## config.mk

```make
export PLATFORM = sky130hd
export DESIGN_NAME = display_scanner_flat
export DESIGN_NICKNAME = d
export VERILOG_FILES = /design/src/rtl/display_scanner_if.sv /design/src/rtl/display_scanner.sv /design/src/flat_wrapper.sv
export SDC_FILE = /design/constraint.sdc
export NUM_CORES = 1
export LEC_CHECK = 0
export ABC_AREA = 1
export BUFFER_PORTS_ARGS = -buffer_cell sky130_fd_sc_hd__buf_2
export CAP_MARGIN = 25
export CORE_AREA = 2 2 104 106
export DETAILED_ROUTE_END_ITERATION = 12
export DIE_AREA = 0 0 106 108
export HOLD_SLACK_MARGIN = 0.03
export PLACE_DENSITY = 0.74
export SLEW_MARGIN = 20
export SYNTH_ARGS = -nofsm -noshare
export SYNTH_HDL_FRONTEND = slang
export SYNTH_SLANG_ARGS = --single-unit
```

## constraint.sdc

```tcl
create_clock -name clk -period 3.5 [get_ports clk]
set_input_delay 0.175 -clock clk [delete_from_list [all_inputs] [get_ports clk]]
set_output_delay 0.175 -clock clk [all_outputs]
set_load 0.01 [all_outputs]
```

## src/rtl/display_scanner_if.sv

```systemverilog
// Bus between a display_scanner and its controller: value load strobe in, scan outputs out.
// No latency of its own; the load strobe is always accepted, so there is no backpressure.
// master: the side that loads values; slave: the scanner itself.
interface display_scanner_if;
    logic        load;
    logic [31:0] value;
    logic [7:0]  digit_en;
    logic [3:0]  nibble;
    logic [7:0]  digitselect;
    logic        pending;

    modport master (
        output load, value, digit_en,
        input  nibble, digitselect, pending
    );

    modport slave (
        input  load, value, digit_en,
        output nibble, digitselect, pending
    );
endinterface

```

## src/rtl/display_scanner.sv

```systemverilog
// Eight-digit seven-segment scan driver with a frame-boundary double buffer (LEADING_ZERO_BLANK_EN optional).
// Load reaches the display after 1 to 8*2^DIV_BITS cycles; outputs come from registered state only.
// No backpressure: a load is always taken, and it overwrites any value still waiting for commit.
module display_scanner #(
    parameter int DIV_BITS = 17
) (
    input  logic           clk,
    input  logic           reset_n,
    display_scanner_if.slave bus
);

    localparam logic [DIV_BITS-1:0] CNT_ONE = DIV_BITS'(1);

    logic [DIV_BITS-1:0] cnt;
    logic [2:0]          idx;
    logic [31:0]         disp_val;
    logic [7:0]          disp_en;
    logic [31:0]         pend_val;
    logic [7:0]          pend_en;
    logic                pend_flag;

    logic tick;
    logic commit;
    logic lit;

    assign tick   = &cnt;
    assign commit = tick && (idx == 3'd7) && pend_flag;

    always_ff @(posedge clk or negedge reset_n) begin
        if (!reset_n) begin
            cnt       <= '0;
            idx       <= 3'd0;
            disp_val  <= 32'd0;
            disp_en   <= 8'hFF;
            pend_val  <= 32'd0;
            pend_en   <= 8'd0;
            pend_flag <= 1'b0;
        end else begin
            cnt <= cnt + CNT_ONE;
            if (tick) begin
                idx <= idx + 3'd1;
            end
            // Commit reads the pending buffer before a same-cycle load replaces it.
            if (commit) begin
                disp_val <= pend_val;
                disp_en  <= pend_en;
            end
            if (bus.load) begin
                pend_val  <= bus.value;
                pend_en   <= bus.digit_en;
                pend_flag <= 1'b1;
            end else if (commit) begin
                pend_flag <= 1'b0;
            end
        end
    end

`ifdef LEADING_ZERO_BLANK_EN
    logic [7:0] blank;

    // Digit i goes dark when it and every digit to its left hold zero.
    always_comb begin
        blank = 8'd0;
        for (int i = 1; i < 8; i++) begin
            blank[i] = ((disp_val >> (4 * i)) == 32'd0);
        end
    end

    assign lit = disp_en[idx] & ~blank[idx];
`else
    assign lit = disp_en[idx];
`endif

    assign bus.nibble      = disp_val[{idx, 2'b00} +: 4];
    assign bus.digitselect = lit ? ~(8'h01 << idx) : 8'hFF;
    assign bus.pending     = pend_flag;

endmodule

```

## src/flat_wrapper.sv

```systemverilog
// flat-port wrapper written by rule: the top's interface ports become plain ports
module display_scanner_flat 
#(
    parameter int DIV_BITS = 17
)
  (clk, reset_n, bus_load, bus_value, bus_digit_en, bus_nibble, bus_digitselect, bus_pending);
  display_scanner_if bus_i ();
  input  logic clk;
  input  logic reset_n;
  input wire logic [$bits(bus_i.load)-1:0] bus_load;
  input wire logic [$bits(bus_i.value)-1:0] bus_value;
  input wire logic [$bits(bus_i.digit_en)-1:0] bus_digit_en;
  output wire logic [$bits(bus_i.nibble)-1:0] bus_nibble;
  output wire logic [$bits(bus_i.digitselect)-1:0] bus_digitselect;
  output wire logic [$bits(bus_i.pending)-1:0] bus_pending;
  assign bus_i.load = bus_load;
  assign bus_i.value = bus_value;
  assign bus_i.digit_en = bus_digit_en;
  assign bus_nibble = bus_i.nibble;
  assign bus_digitselect = bus_i.digitselect;
  assign bus_pending = bus_i.pending;
  display_scanner #(.DIV_BITS(DIV_BITS)) u_core (.clk(clk), .reset_n(reset_n), .bus(bus_i));
endmodule
```

==> impl_metrics.toml, run 1 <==
[run_status]
status = "completed"

[clocking]
cts_tree = "done"
cts_resized = 0
cts_made_buffers = 9
cts_sinks = 101
ctsLongestPathBuffers = 2
cts_setup_buffers = 0
cts_hold_buffers = 20
clock_latency_ns = 0.35
path_clk_slew_ns = 0.08
htreeDepth = 3
root_buffer = "clkbuf_8"

[yosys]
yosysMostFrequentCell = "nand2_1"
netlist_top_cells_count = "148 x nand2_1, 93 x dfrtp_1, 66 x inv_1"
yosysSeqAreaShare_pct = 56.0
syn_avg_cell_area_um2 = 8.64
synthCells = 524
synth_edf_count = 0
ys_async_sr_fraction_pct = 100
synth_area_leaders = "dfrtp_1 51%, nand2_1 12%, o21ai_0 6.9%"
synthDistinctLibCells = 24
synth_seq_cells = 101
yosys_warnings = 0
ys.flop_type = "dfrtp_1"
synth_top_area_cell = "dfrtp_1"
synth_area_mm2 = 0.00453
synth_top_area_share_pct = 51.4
synth.net_count = 575

[setup_path]
crit_fanout = 52
start_kind = "flip-flop"
required_ns = 3.72
cp_slowest_stage_delay_ns = 0.41
crit_path_end_kind = "flip-flop"
crit_arrival_ns = 2.76
cp_cell_sequence = "ha_1 -> nand2_1 -> nor2_1 -> nand4_1 -> nor2_1 -> ha_1 -> nand3_4 -> buf_4 -> nand2_1 -> o21ai_2"
crit_type = "reg -> reg"
crit_slowest_cell = "buf_4"

[power]
ir_worst_vdd_mv = 0.238
power_density_mw_per_mm2 = 393
power.internal_mw = 1.61
p_seq_share_pct = 59.0
combPwrFrac_pct = 6.7
power_frac_clock_pct = 34.4
power.leakage_nw = 2.59
swShare_pct = 22.2
p_sw_mw = 0.458

[grt]
use_met2_pct = 28.4
grt_pass1_wl_mm = 15.4
antenna_found_initial = 0
grt_use_met1_pct = 22.3
grt_busiest_layer = "met2"
grt_pass1_vias = 3399
grt_max_degree = 53
overflow = 0
met3_usage_pct = 2.53
grt_use_total_pct = 16.9

[run]
cap_violations = 0

[floorplanning]
die_area_mm2 = 0.0114
io-pin-count = 56
coreArea_mm2 = 0.0102
fp.dieH_um = 108
die_x_um = 106
rows = 37
start_util_pct = 44.3

[timing]
finalSetupTns_ns = 0
relSlewSlack_pct = 64.7
setup_ws_ns = 0.955
worst_pin_slew_ns = 0.530
period_share_pct = 72.7
finalMaxSlewViolations = 0
hold_violations = 0
fmax_mhz = 393
rsz0062_at_grt = "false"
setup_viol = 0
period_needed_ns = 2.55
skew_ns = 0.0106

[cells_and_area]
syn2layout_area_growth_pct = 16.0
antennaDiodeCount = 0
nNetsFinal = 643
utilization_pct = 51.3
drive_gt1_share_pct = 16.4

[routing]
routed_via_density = 4.72
first_pass_iters = 4
vias = 3453
drtIter0Drc = 130
drtAntennaViolNets = 0
wl_mm = 8.83
wire_per_inst_um = 12.1
drc_errors = 0

[placed_design]
pre_cts_ws_ns = 1.03
dp_hpwl_mm = 6.27
routabilityCongestion = 0.807
port_buffers = 55

[worst_hold_path]
hold_class = "in -> reg"
==> metrics by stage <==
stage	cell area, um^2	power (mW)	instances	hold WS [ns]
floorplan	4530	1.29	524	-0.121
global placement	4850	1.36	696	0.185
detailed placement	4870	1.37	697	0.197
CTS	5250	2.09	732	0.0302
global route	5250	2.16	732	0.0396
finish	5250	2.06	732	0.0412
==> cells by family (layout without fill, tap and decap cells) <==
group                      Yosys count  count (layout)  share of synthesized area [%]
adders and majority gates            8               8                           2.21
xor gates and xnor gates             6               6                           1.16
buffers and inverters               92             164                           9.23
and+or+nand+nor                    213             213                           18.8
AOI/OAI and AO/OA                  104             104                           12.5
DFF                                101             101                           56.0
==> power by group through the flow <==
stage	sequential, mW	combinational [mW]	clock, mW
after global placement	1.24	0.119	0
after global routing	1.22	0.161	0.781
after CTS	1.22	0.143	0.732
final	1.22	0.138	0.709
after detailed placement	1.24	0.125	0
after floorplan	1.24	0.0559	0
==> final timing paths <==
check	cells after the start	to	slack, ns	start
max in group asynchronous	3	u_core.disp_en[2]	2.32	reset_n
worst min-delay path	3	u_core.pend_val[27]	0.04	bus_value[27]
worst max-delay path	10	u_core.disp_val[7]	0.95	u_core.cnt[0]
min in group asynchronous	2	u_core.pend_val[14]	0.35	reset_n
worst min register to register	1	u_core.cnt[0]	0.46	u_core.cnt[0]
worst max register to register	10	u_core.disp_val[7]	0.95	u_core.cnt[0]
==> flip-flops by register name, summed over array words and instances, names as in the netlist <==
register	cells
u_core.disp_en	8
u_core.pend_en	8
u_core.disp_val	32
u_core.idx	3
u_core.bus.pending	1
u_core.pend_val	32
u_core.cnt	17
==> metal layers <==
metal	wire length, um	share of wire [%]
met1	4160	47
met2	4260	48
met3	256	2.9
met4	149	1.7
met5	0	0
==> layout make-up <==
class                           count  area, um^2
Clock inverter                      2        35.0
Timing Repair Buffer               80         528
Sequential cell                   101        2540
Tap cell                          136         170
Clock buffer                       13         149
Multi-Input combinational cell    331        1570
Inverter                           69         259
Fill cell                         958        4980
==> cells in the final DEF (no fill, tap or decap), drive strengths merged <==
cell type,Yosys,final
nand2,148,148
o21ai,102,102
dfrtp,93,93
inv,69,69
buf,15,60
nor2,47,47
dlygate4sd3,0,20
nand3,13,13
clkbuf,8,13
ha,8,8
dfstp,8,8
nand4,4,4
xor2,4,4
xnor2,2,2
nand3b,1,1
a21oi,1,1
a21o,1,1
clkinv,0,1
bufinv,0,1
==> worst max-delay path: cells and delay by family (launching register included) <==
family	cells	cell delay [ns]
compound gates	1	0.06
fa+ha+maj	2	0.51
buf+inv	1	0.41
flops	1	0.38
simple gates	6	1.05
No activity file was read; power rests on OpenSTA's default activity.
==> run 2: changes to the inputs <==
clock period = 2.6 ns   (was 3.5 ns; I/O delays follow)
==> run 2 against run 1 <==
Compared with the run above:
- clock-buffer cell count fell by 3
- combinational power up 53%
- via count rose by 1.7%
- power up 37%
- first-iteration DRC count up 100%
- final cell count is 2.9% higher
- hold slack improved by 0.27 ns
- flip-flop and latch count did not move
- non-clock buffer count rose by 20
- core utilization grew 2.2 points
- clock skew down 0.0013 ns
- register-to-register slack worse by 0.38 ns
- critical path type is now reg -> out
==> impl_metrics.toml, run 2 (synthesis gave the netlist of run 1 again) <==
[floorplanning]
die_x_um = 106
die_area_mm2 = 0.0114
coreArea_mm2 = 0.0102
io-pin-count = 56
fp.dieH_um = 108
rows = 37
start_util_pct = 44.3

[timing]
hold_violations = 0
setup_ws_ns = 0.435
period_share_pct = 83.3
period_needed_ns = 2.16
worst_pin_slew_ns = 0.787
relSlewSlack_pct = 47.5
finalSetupTns_ns = 0
rsz0062_at_grt = "false"
finalMaxSlewViolations = 0
skew_ns = 0.00931
fmax_mhz = 462
setup_viol = 0

[placed_design]
routabilityCongestion = 0.824
port_buffers = 55
pre_cts_ws_ns = 0.565
dp_hpwl_mm = 6.28
dp.cells = 696

[power]
p_total_mw = 2.83
power.leakage_nw = 2.68
ir_worst_vdd_mv = 0.227
power_density_mw_per_mm2 = 517

[clocking]
cts_tree = "done"
cts_made_buffers = 9
htreeDepth = 3
clock_latency_ns = 0.36
ctsLongestPathBuffers = 2
root_buffer = "clkbuf_8"
path_clk_slew_ns = 0.10
cts_sinks = 101

[routing]
wire_per_inst_um = 12.4
routed_via_density = 4.66
first_pass_iters = 6
drtIter0Drc = 261
drtAntennaViolNets = 0
wl_mm = 9.30
drc_errors = 0
vias = 3510

[setup_path]
reg2reg_depth = 10
crit_arrival_ns = 2.03
crit_fanout = 13
rrSetupSlack_ns = 0.57
reg2reg_from = "u_core.cnt[0]"
required_ns = 2.47
start_kind = "flip-flop"
crit_path_end_kind = "output pin"
worst_r2r_endpoint = "u_core.disp_val[4]"
crit_type = "reg -> out"

[cells_and_area]
stdcell_count = 753
mostFrequentLayoutCell = "nand2_1"
nNetsFinal = 663
utilization_pct = 53.5
top_regs = "u_core.disp_val x32, u_core.pend_val x32, u_core.cnt x17"
final_cell_mix = "148 x nand2_1, 93 x dfrtp_1, 66 x inv_1, 62 x o21ai_0, 54 x buf_2"
syn2layout_area_growth_pct = 20.9
drive_gt1_share_pct = 16.2
antennaDiodeCount = 0

[grt]
grt_pass1_wl_mm = 15.8
grt_pass1_vias = 3526
grt_use_total_pct = 17.4
antenna_found_initial = 0
overflow = 0
grt_max_degree = 82

[run]
cap_violations = 0

[run_status]
status = "completed"

[worst_hold_path]
hold_class = "in -> async"
==> run 2: cell types whose count changed in the layout (fill, tap and decap cells not counted) <==
cell | previous run | this run
dlygate4sd3_1 | 20 | 41
clkinv_4 | 0 | 1
buf_4 | 5 | 3
clkinvlp_4 | 0 | 2
buf_12 | 1 | 2
clkbuf_1 | 3 | 1
clkbuf_8 | 10 | 9
clkinv_2 | 1 | 2
==> run 2: per-stage QoR <==
stage,area (um^2),hold WS (ns)
after floorplan,4530,-0.166
after global placement,4870,0.177
after detailed placement,4870,0.190
after CTS,5470,0.322
after global routing,5470,0.369
final,5470,0.314
==> run 2: how the worst max path moves through the flow <==
stage                          endpoint          start  slack, ns  cells past startpoint
CTS                       bus_nibble[0]  u_core.idx[1]       0.44                      7
detailed placement   u_core.disp_val[1]  u_core.cnt[0]       0.56                     10
global placement     u_core.bus.pending  u_core.cnt[0]       0.63                      9
global route              bus_nibble[0]  u_core.idx[1]       0.28                      7
floorplan           u_core.disp_val[12]  u_core.cnt[0]       0.82                     10
finish                    bus_nibble[0]  u_core.idx[1]       0.44                      7
==> run 2: critical path, cell delays in order, from the launching register on <==
cell and delay (ns):
dfrtp_1 0.64, inv_1 0.34, nor2_1 0.17, o21ai_0 0.16, nand2_1 0.11, nand2_1 0.05, nand2_1 0.07, buf_2 0.12
==> run 2: per-layer routing <==
| layer | up-vias | global-route usage, % | share of wire [%] |
|---|---|---|---|
| met1 | 1641 | 21.9 | 47 |
| met5 | - | 0 | 0 |
| met3 | 9 | 3.19 | 3.4 |
| met4 | 0 | 6.11 | 1.1 |
| li1 | 1807 | - | - |
| met2 | 53 | 30.2 | 49 |
==> run 2: layout make-up <==
cell class	count	area, um^2
fillers	918	4760
well taps	136	170
clock buffers	10	128
flip-flops and latches	101	2540
repair buffers	100	743
multi-input cells	331	1570
inverters	69	259
clock inverters	6	63.8
==> run 2: what timing repair did <==
item,4_1_cts,5_1_grt
resized for setup,0,0
hold endpoints to repair,85,0
setup buffers,0,0
hold buffers,41,0
endpoints found under the setup margin,0,0
==> run 2: report_power, final <==
group / internal (mW) / total, mW / switching [mW]
registers: 1.63 / 1.64 / 0.0151
logic: 0.0918 / 0.211 / 0.120
clock network: 0.444 / 0.977 / 0.533
